===== config.mk =====
export PLATFORM = sky130hd
export DESIGN_NAME = qrd_input_skew
export DESIGN_NICKNAME = d
export VERILOG_FILES = /design/src/rtl/qrd_input_skew.sv
export SDC_FILE = /design/constraint.sdc
export NUM_CORES = 1
export LEC_CHECK = 0
export BUFFER_PORTS_ARGS = -buffer_cell sky130_fd_sc_hd__buf_2
export CORE_MARGIN = 2
export CORE_UTILIZATION = 28
export CTS_CLUSTER_DIAMETER = 30
export CTS_CLUSTER_SIZE = 8
export DETAILED_ROUTE_END_ITERATION = 8
export PLACE_DENSITY_LB_ADDON = 0.05
export SYNTH_ARGS = -nofsm -noshare
export SYNTH_HDL_FRONTEND = slang
export SYNTH_SLANG_ARGS = --single-unit

===== constraint.sdc =====
create_clock -name clk -period 2.4 [get_ports clk]
set_input_delay 0.36 -clock clk [delete_from_list [all_inputs] [get_ports clk]]
set_output_delay 0.36 -clock clk [all_outputs]
set_load 0.02 [all_outputs]

===== src/rtl/qrd_input_skew.sv =====
// ============================================================================
// Module   : qrd_input_skew
// Desc     : Input staggering front end for the QRD-RLS systolic array; column k
//            is delayed k+1 steps, sk by SK_DELAY. Optional SKEW_SAMPLE_CNT_EN.
// Revision : 1.0 - initial release
// ============================================================================
`default_nettype none

module qrd_input_skew #(
    parameter int DATA_LENGTH = 8,
    parameter int N_CH        = 4,
    parameter int SK_DELAY    = 1,
    parameter int CNT_W       = 16
) (
    input  logic                        clk,
    input  logic                        rst,
    input  logic [N_CH*DATA_LENGTH-1:0] in_data,
    input  logic                        in_valid,
    output logic                        in_ready,
    input  logic                        array_ready,
    output logic [N_CH*DATA_LENGTH-1:0] out_data,
    output logic [N_CH-1:0]             out_valid,
`ifdef SKEW_SAMPLE_CNT_EN
    output logic [CNT_W-1:0]            sample_cnt,
`endif
    output logic                        busy
);

    logic [N_CH-1:0] w_ch_busy;

    assign in_ready = array_ready;

    generate
        for (genvar k = 0; k < N_CH; k++) begin : g_chain
            localparam int c_depth = (k == N_CH-1) ? SK_DELAY : k + 1;

            logic [c_depth-1:0]     r_v;
            logic [DATA_LENGTH-1:0] r_d [c_depth];

            always_ff @(posedge clk) begin
                if (!rst) begin
                    r_v <= '0;
                    for (int j = 0; j < c_depth; j++) begin
                        r_d[j] <= '0;
                    end
                end else if (array_ready) begin
                    // Bubbles carry zero data so idle outputs read clean.
                    r_v[0] <= in_valid;
                    r_d[0] <= in_valid ? in_data[k*DATA_LENGTH +: DATA_LENGTH] : '0;
                    for (int j = 1; j < c_depth; j++) begin
                        r_v[j] <= r_v[j-1];
                        r_d[j] <= r_d[j-1];
                    end
                end
            end

            assign out_data[k*DATA_LENGTH +: DATA_LENGTH] = r_d[c_depth-1];
            assign out_valid[k]                           = r_v[c_depth-1];
            assign w_ch_busy[k]                           = |r_v;
        end
    endgenerate

    // Every tag lives in a flop, so this is a pure function of state.
    assign busy = |w_ch_busy;

`ifdef SKEW_SAMPLE_CNT_EN
    localparam int c_deep_ch = (SK_DELAY > N_CH-1) ? N_CH-1 : N_CH-2;

    logic [CNT_W-1:0] r_cnt;

    always_ff @(posedge clk) begin
        if (!rst) begin
            r_cnt <= '0;
        end else if (array_ready && out_valid[c_deep_ch]) begin
            r_cnt <= r_cnt + 1'b1;
        end
    end

    assign sample_cnt = r_cnt;
`endif

endmodule

`default_nettype wire

==> results of run 1 <==
flip-flops by register name, summed over array words and instances, names as in the netlist:
name / flops
g_chain.r_v: 3
g_chain.r_d: 56
cell families after synthesis:
family	Yosys count	share of synthesized area (%)
muxes	3	1.263
and+or+nand+nor	62	16.52
DFF	59	73.22
buffers and inverters	28	8.995
final timing paths:
kind,startpoint,endpoint,slack [ps]
max reg2reg,g_chain[1].r_d[0][3],g_chain[1].r_d[0][11],1600
max,g_chain[2].r_v[1],busy,890
min reg2reg,g_chain[2].r_v[2],g_chain[2].r_v[2],530
min,in_data[10],g_chain[1].r_d[0][2],300
cells in the final DEF (no fill, tap or decap):
master and instances:
bufinv_16 1, and2_1 32, edfxtp_1 56, clkbuf_1 2, buf_4 1, nor2b_1 3, clkinv_2 1, and3_4 1
clkinv_1 1, or3_1 1, clkinvlp_4 2, mux2i_1 3, nand2b_2 1, dfxtp_1 3, buf_12 1, buf_2 73
and3_1 24, clkbuf_8 9
report_power, final:
part / switching (mW) / total, mW / internal (mW)
sequential: 0.0159 / 1.21 / 1.20
combinational: 0.116 / 0.186 / 0.0699
clock: 0.365 / 0.839 / 0.474
total: 0.497 / 2.24 / 1.74
synthesized netlist by cell type, drive strengths merged:
cell and instances:
and2 32, dfxtp 3, and3 25, mux2i 3, nor2b 3, edfxtp 56, nand2b 1, or3 1
buf 27, clkbuf 1
routing by layer:
metal  track usage, %  up-vias
met3            3.524       10
met5                0        -
met4            7.143        0
met2            15.28       47
met1            10.78      593
li1                 -      637
worst max-delay path, delay by kind of cell (launching register included):
kind,cells,cell delay [ps]
and+or+nand+nor,1,340
buffers and inverters,1,160
DFF,1,330
final cells by class:
class	instances	area, um^2	share of cell area [%]
Clock buffer	11	131.4	4.567
Clock inverter	5	53.80	1.870
Multi-Input combinational cell	65	425.4	14.79
Sequential cell	59	1742	60.55
Tap cell	105	131.4	4.567
Timing Repair Buffer	75	392.9	13.66
metrics by stage:
step                std cells  utilization (%)  cell area [um^2]
floorplan                 152                -              2379
global placement          304            32.75              2691
detailed placement        304            32.75              2691
CTS                       320            35.01              2877
global route              320            35.01              2877
finish                    320            35.01              2877
==> flow_metrics.env, run 1 <==
export IMPL_wl_per_cell_um=12.59
export IMPL_place_congestion=0.6470
export IMPL_worst_setup_path_end_kind="primary output"
export IMPL_p_leak_nw=1.324
export IMPL_antenna_left=0
export IMPL_areaGrowthSynthToFinish_pct=20.94
export IMPL_port_buffers=73
export IMPL_fin_setup_tns_ps=0
export IMPL_antenna_found_initial=0
export IMPL_worstPathRequired_ps=2040
export IMPL_slowest_stage="or3_1"
export IMPL_io_pins=74
export IMPL_slew_headroom_pct=70.54
export IMPL_grt_usage_pct=9.722
export IMPL_drive_above_1_share_pct=41.86
export IMPL_syn_cell_area_um2=2379
export IMPL_setup_ws_ps=885.8
export IMPL_vias=1287
export IMPL_via_per_inst=4.022
export IMPL_syn_instance_count=152
export IMPL_met2_length_mm=1.971
export IMPL_max_cap_viol_count=0
export IMPL_rsz0062_at_grt="false"
export IMPL_gr_total_overflow=0
export IMPL_reg2reg_depth=1
export IMPL_whs_ps=304.3
export IMPL_drt_total_wl_mm=4.029
export IMPL_route_layer_met1_wl_mm=1.635
export IMPL_floorplan_die_area_um2=9248
export IMPL_die_y_um=96.17
export IMPL_htreeDepth=3
export IMPL_post_cts_buffers=0
export IMPL_drt_iter0_markers=41
export IMPL_antenna_diode_count=0
export IMPL_layout_worst_path_cycle_share_pct=63.09
export IMPL_ys_seq_elements=59
export IMPL_setup_worst_path_class="register to primary output"
export IMPL_fill_cells=809
export IMPL_critPathMaxStageDelay_ps=340
export IMPL_row_count=33
export IMPL_core_area_um2=8217
export IMPL_grt_first_pass_wirelength_mm=6.368
export IMPL_ys_seq_area_share_pct=73.22
export IMPL_setup_violations=0
export IMPL_synth_area_top_cells="edfxtp_1 71%, and2_1 8.4%, buf_4 6.9%"
export IMPL_cp_cell_sequence="or3_1, buf_2"
export IMPL_yosys_warnings=0
export IMPL_cts_resized=0
export IMPL_first_pass_iters=4
export IMPL_drcViolationCount=0
export IMPL_avgSynthCellArea_um2=15.65
export IMPL_tightest_slew_ps=441.9
export IMPL_hold_class="input port to register"
export IMPL_wl_met3_um=329
export IMPL_arrival_ps=1150
export IMPL_outcome="completed"
export IMPL_final_nets=246
export IMPL_cts_hold_buf=0
export IMPL_clkSlewWorstSetupHoldPaths_ps=70
export IMPL_fmax_mhz=660.4
export IMPL_path_max_fanout=4
export IMPL_synth_cell_types=13
export IMPL_drv_slew=0
export IMPL_cts_tree="built"
export IMPL_power_mw=2.237
export IMPL_clock_sinks=59
export IMPL_clock_path_buffers=2
export IMPL_synth_nets=188
export IMPL_yosysTopAreaCellShare_pct=70.70
export IMPL_min_period_ps=1514
export IMPL_start_kind="register"
export IMPL_cts_root_buffer="clkbuf_8"
export IMPL_whs_path_depth=2
export IMPL_place_ws_ps=731.1
export IMPL_highest_layer="met4"
export IMPL_ir_drop_uv=209.6
export IMPL_clkLatencyLatePin_ps=330
export IMPL_p_per_area_nw_per_um2=777.8
export IMPL_hold_viol_final=0
export IMPL_yosysTopAreaCell="edfxtp_1"
export IMPL_die_w_um=96.17
export IMPL_start_util_pct=28.95
export IMPL_grt_max_degree=33
export IMPL_cts_buffers_inserted=9
export IMPL_fin_skew_ps=8.701
export IMPL_grt_pass1_vias=1363
Note: power is estimated with default switching activity, not from simulation.
==> run 2: changes to the inputs <==
==> constraint.sdc (replaced) <==
create_clock -name clk -period 1.3 [get_ports clk]
set_input_delay 0.195 -clock clk [delete_from_list [all_inputs] [get_ports clk]]
set_output_delay 0.195 -clock clk [all_outputs]
set_load 0.02 [all_outputs]
==> run 2 against run 1 <==
Against the previous run:
- the flow now finishes with violations (setup timing)
- via count grew 1.2%
- worst hold slack lost 170 ps
- sequential share of layout area down 1.0 points
- flip-flop and latch count stayed put
- clock skew down 4.4 ps
- routed wire length increased by 2.3%
- utilization rose by 0.64 points
- first-iteration DRC count up 59%
- register-to-register slack got worse by 1100 ps
- clock-buffer cell count is the same
- non-clock buffer count up 5
- clock power grew 81%
==> flow_metrics.env, run 2 (synthesis gave the netlist of run 1 again) <==
export IMPL_port_buffers=73
export IMPL_slew_headroom_pct=82.35
export IMPL_gr_total_overflow=0
export IMPL_power_mw=4.125
export IMPL_outcome="complete, but fails checks"
export IMPL_start_kind="register"
export IMPL_vias=1302
export IMPL_areaGrowthSynthToFinish_pct=23.15
export IMPL_crit_end="busy"
export IMPL_clockPowerShare_pct=36.9
export IMPL_max_cap_viol_count=0
export IMPL_die_y_um=96.17
export IMPL_top_register="g_chain.r_d"
export IMPL_clock_path_buffers=2
export IMPL_fin_setup_tns_ps=-51.30
export IMPL_reg2reg_depth=1
export IMPL_largest_register_ffs=56
export IMPL_start_util_pct=28.95
export IMPL_floorplan_die_area_um2=9248
export IMPL_violations="setup timing"
export IMPL_p_per_area_nw_per_um2=1408
export IMPL_io_pins=74
export IMPL_worstPathRequired_ps=1110
export IMPL_dpl_instance_area_um2=2739
export IMPL_reg2reg_from="g_chain[1].r_d[0][3]"
export IMPL_rsz0062_at_grt="true"
export IMPL_htreeDepth=3
export IMPL_final_core_util_pct=35.65
export IMPL_drt_total_wl_mm=4.122
export IMPL_row_count=33
export IMPL_fmax_mhz=740.0
export IMPL_timing_rr_end="g_chain[1].r_d[0][11]"
export IMPL_clkLatencyLatePin_ps=330
export IMPL_grt_first_pass_wirelength_mm=6.458
export IMPL_pwr_share_seq_pct=54.2
export IMPL_antenna_diode_count=0
export IMPL_place_congestion=0.6738
export IMPL_final_nets=251
export IMPL_final_cell_mix="72 x buf_2, 56 x edfxtp_1, 32 x and2_1, 24 x and3_1, 9 x clkbuf_8"
export IMPL_reg2reg_slack_ps=500
export IMPL_hold_class="input port to register"
export IMPL_arrival_ps=1160
export IMPL_p_leak_nw=1.363
export IMPL_switching_share_pct=22.06
export IMPL_die_w_um=96.17
export IMPL_core_area_um2=8217
export IMPL_clkSlewWorstSetupHoldPaths_ps=60
export IMPL_final_common_cell="buf_2"
export IMPL_power_internal_mw=3.215
export IMPL_critPathMaxStageDelay_ps=370
export IMPL_p_sw_mw=0.9100
export IMPL_ir_drop_uv=601.4
export IMPL_hold_viol_final=0
export IMPL_fin_skew_ps=4.345
export IMPL_cts_buffers_inserted=9
export IMPL_whs_ps=136.8
export IMPL_setup_violations=1
export IMPL_grt_usage_pct=9.814
export IMPL_via_per_inst=4.019
export IMPL_drv_slew=0
export IMPL_setup_worst_path_class="register to primary output"
export IMPL_grt_pass1_vias=1308
export IMPL_top_regs="g_chain.r_d x56, g_chain.r_v x3"
export IMPL_cp_startpoint="g_chain[2].r_v[1]"
export IMPL_drcViolationCount=0
export IMPL_antenna_left=0
export IMPL_setup_ws_ps=-51.30
export IMPL_cts_root_buffer="clkbuf_8"
export IMPL_drive_above_1_share_pct=43.38
export IMPL_antenna_found_initial=0
export IMPL_grt_max_degree=33
export IMPL_dp_cells=308
export IMPL_fin_cells=324
export IMPL_path_max_fanout=2
export IMPL_tightest_slew_ps=264.8
export IMPL_fin_area_um2=2929
export IMPL_pwr_share_comb_pct=8.9
export IMPL_drt_iter0_markers=65
export IMPL_layout_worst_path_cycle_share_pct=103.9
export IMPL_worst_setup_path_end_kind="primary output"
export IMPL_min_period_ps=1351
export IMPL_wl_per_cell_um=12.72
export IMPL_cp_cell_sequence="or3_1, buf_6"
export IMPL_place_ws_ps=152.2
export IMPL_slowest_stage="or3_1"
export IMPL_first_pass_iters=4
export IMPL_clock_sinks=59
export IMPL_cts_tree="built"
export IMPL_dpl_hpwl_mm=2.844
run 2: cell types whose count changed in the layout (fill, tap and decap cells not counted), sizes merged:
cell      delta
clkinvlp     -2
buf          +5
clkinv       +1
run 2: what timing repair did:
item                       CTS  global route
buffers inserted             1             0
pin swaps                    1             0
setup endpoints to repair    1             1
gates resized for setup      4             0
hold buffers                 0             0
run 2: layout make-up:
type | count | area, um^2
Fill cell | 817 | 5288
Sequential cell | 59 | 1744
Clock inverter | 4 | 42.54
Clock buffer | 11 | 131.4
Timing Repair Buffer | 80 | 449.2
Multi-Input combinational cell | 65 | 430.4
Tap cell | 105 | 131.4
run 2: per-layer routing:
metal  track usage (%)  up-vias  wire length (um)
met5                 0        -                 0
met4             6.786        0               121
met3             3.211       12               306
met2             15.74       49              2018
met1             11.01      594              1675
li1                  -      647                 -
run 2: power by group through the flow:
stage / clock network (mW) / registers (mW) / logic [mW]
6_report: 1.52 / 2.24 / 0.367
5_1_grt: 1.65 / 2.25 / 0.401
4_1_cts: 1.58 / 2.24 / 0.377
3_5_place_dp: 0 / 2.28 / 0.371
3_3_place_gp: 0 / 2.28 / 0.366
2_1_floorplan: 0 / 2.32 / 0.208
run 2: critical path, delay by kind of cell, from the launching register on:
| family | cells | cell delay [ps] |
|---|---|---|
| buf+inv | 1 | 140 |
| simple gates | 1 | 370 |
| flops | 1 | 320 |
run 2: worst min-delay path by stage:
stage                startpoint              endpoint  slack [ps]  cells past startpoint
detailed placement  in_data[16]  g_chain[2].r_d[0][0]         470                      2
global route        in_data[29]  g_chain[3].r_d[0][5]         140                      2
finish              in_data[16]  g_chain[2].r_d[0][0]         140                      2
floorplan              in_valid     g_chain[1].r_v[0]         360                      2
global placement    in_data[25]  g_chain[3].r_d[0][1]         470                      2
CTS                 in_data[16]  g_chain[2].r_d[0][0]         120                      2
==> run 3: changes to the inputs <==
--- a/config.mk
+++ b/config.mk
@@ -7,7 +7,7 @@
 export LEC_CHECK = 0
 export BUFFER_PORTS_ARGS = -buffer_cell sky130_fd_sc_hd__buf_2
 export CORE_MARGIN = 2
-export CORE_UTILIZATION = 28
+export CORE_UTILIZATION = 25
 export CTS_CLUSTER_DIAMETER = 30
 export CTS_CLUSTER_SIZE = 8
 export DETAILED_ROUTE_END_ITERATION = 8
==> run 3 against run 2 <==
Against the previous run:
- the flow still finishes with violations (setup timing)
- routed wire length grew 7.6%
- via count grew 2.1%
- global-route usage shrank 0.19 points
- combinational power grew 2%
- sequential power is essentially flat
- sequential share of layout area shrank 0.69 points
- critical path depth is the same
==> flow_metrics.env, run 3 (synthesis gave the netlist of run 1 again) <==
export IMPL_fill_cells=965
export IMPL_vias=1329
export IMPL_cp_startpoint="g_chain[2].r_v[1]"
export IMPL_max_cap_viol_count=0
export IMPL_port_buffers=73
export IMPL_path_max_fanout=2
export IMPL_areaGrowthSynthToFinish_pct=24.67
export IMPL_p_sw_mw=0.9325
export IMPL_drv_slew=0
export IMPL_dp_cells=331
export IMPL_dpl_instance_area_um2=2774
export IMPL_power_internal_mw=3.217
export IMPL_drt_total_wl_mm=4.436
export IMPL_setup_ws_ps=-69.67
export IMPL_top_regs="g_chain.r_d x56, g_chain.r_v x3"
export IMPL_start_util_pct=25.74
export IMPL_rsz0062_at_grt="true"
export IMPL_die_y_um=101.5
export IMPL_p_leak_nw=1.364
export IMPL_grt_pass1_vias=1478
export IMPL_htreeDepth=3
export IMPL_tightest_slew_ps=269.8
export IMPL_p_per_area_nw_per_um2=1399
export IMPL_worst_setup_path_end_kind="primary output"
export IMPL_cts_buffers_inserted=9
export IMPL_slowest_stage="or3_1"
export IMPL_seqCellArea_um2=1745
export IMPL_antenna_found_initial=0
export IMPL_fin_setup_tns_ps=-69.67
export IMPL_drt_iter0_markers=29
export IMPL_hold_class="input port to register"
export IMPL_whs_ps=135.9
export IMPL_start_kind="register"
export IMPL_violations="setup timing"
export IMPL_clkSlewWorstSetupHoldPaths_ps=70
export IMPL_clock_path_buffers=2
export IMPL_dpl_hpwl_mm=2.905
export IMPL_hold_viol_final=0
export IMPL_layout_worst_path_cycle_share_pct=105.4
export IMPL_largest_register_ffs=56
export IMPL_arrival_ps=1170
export IMPL_power_mw=4.150
export IMPL_cts_tree="built"
export IMPL_antenna_diode_count=0
export IMPL_cts_hold_buf=0
export IMPL_setup_worst_path_class="register to primary output"
export IMPL_wl_per_cell_um=12.78
export IMPL_drive_above_1_share_pct=43.58
export IMPL_row_count=35
export IMPL_fin_skew_ps=5.664
export IMPL_antenna_left=0
export IMPL_cts_root_buffer="clkbuf_8"
export IMPL_pwr_share_comb_pct=9.0
export IMPL_final_cell_mix="72 x buf_2, 56 x edfxtp_1, 32 x and2_1, 24 x and3_1, 9 x clkbuf_8"
export IMPL_slew_headroom_pct=82.01
export IMPL_via_per_inst=3.830
export IMPL_cp_cell_sequence="or3_1, buf_6"
export IMPL_min_from="in_data[30]"
export IMPL_clockPowerShare_pct=37.0
export IMPL_first_pass_iters=3
export IMPL_final_nets=250
export IMPL_fmax_mhz=730.1
export IMPL_gr_total_overflow=0
export IMPL_grt_max_degree=33
export IMPL_switching_share_pct=22.47
export IMPL_grt_usage_pct=9.626
export IMPL_final_common_cell="buf_2"
export IMPL_die_w_um=101.5
export IMPL_min_period_ps=1370
export IMPL_ir_drop_uv=432.7
export IMPL_top_register="g_chain.r_d"
export IMPL_fin_area_um2=2965
export IMPL_multi_input_area_um2=430.4
export IMPL_drcViolationCount=0
export IMPL_worstPathRequired_ps=1110
export IMPL_io_pins=74
export IMPL_core_area_um2=9240
export IMPL_outcome="complete, but fails checks"
export IMPL_setup_violations=1
export IMPL_reg2reg_from="g_chain[1].r_d[0][5]"
export IMPL_grt_first_pass_wirelength_mm=7.162
export IMPL_clock_sinks=59
export IMPL_critPathMaxStageDelay_ps=380
export IMPL_clkLatencyLatePin_ps=330
export IMPL_fin_cells=347
export IMPL_pwr_share_seq_pct=53.9
export IMPL_place_congestion=0.6655
export IMPL_floorplan_die_area_um2=10310
run 3: worst max-delay path: cells and delay by family (launching register included):
family                 cells  cell delay (ps)
buffers and inverters      1              140
AND/OR/NAND/NOR            1              380
flip-flops                 1              330
run 3: cell type report:
cell class | instances | area share [%]
well taps | 129 | 5.443
multi-input cells | 65 | 14.51
repair buffers | 79 | 15.32
flip-flops and latches | 59 | 58.86
clock buffers | 11 | 4.430
clock inverters | 4 | 1.435
run 3: worst paths after layout:
kind	endpoint	depth (start not counted)	slack, ps
setup / recovery	busy	2	-70
hold / removal	g_chain[3].r_d[0][6]	2	140
setup reg to reg	g_chain[1].r_d[0][13]	1	480
hold reg to reg	g_chain[2].r_v[2]	2	530
run 3: stage by stage:
stage,utilization [%],worst slack [ps]
floorplan,-,109.1
global placement,30.02,196.0
detailed placement,30.02,142.5
CTS,32.08,-84.85
global route,32.09,-112.1
finish,32.09,-69.67
run 3: routing by layer:
metal	vias to the layer above	share of wire [%]	GRT usage, %
met5	-	0	0
met4	0	2.6	5.925
met3	10	6.7	4.210
met2	48	50	15.94
met1	628	41	10.04
li1	643	-	-
run 3: repair_timing:
action | CTS | global route
resized for setup | 4 | 1
setup endpoints to repair | 1 | 1
setup buffers | 1 | 0
pin swaps | 1 | 0
run 3: power groups by stage:
| stage | sequential [mW] | combinational, mW | clock (mW) |
|---|---|---|---|
| 2_1_floorplan | 2.32 | 0.208 | 0 |
| 3_3_place_gp | 2.28 | 0.371 | 0 |
| 3_5_place_dp | 2.28 | 0.377 | 0 |
| 4_1_cts | 2.24 | 0.384 | 1.60 |
| 5_1_grt | 2.25 | 0.407 | 1.68 |
| 6_report | 2.24 | 0.375 | 1.54 |
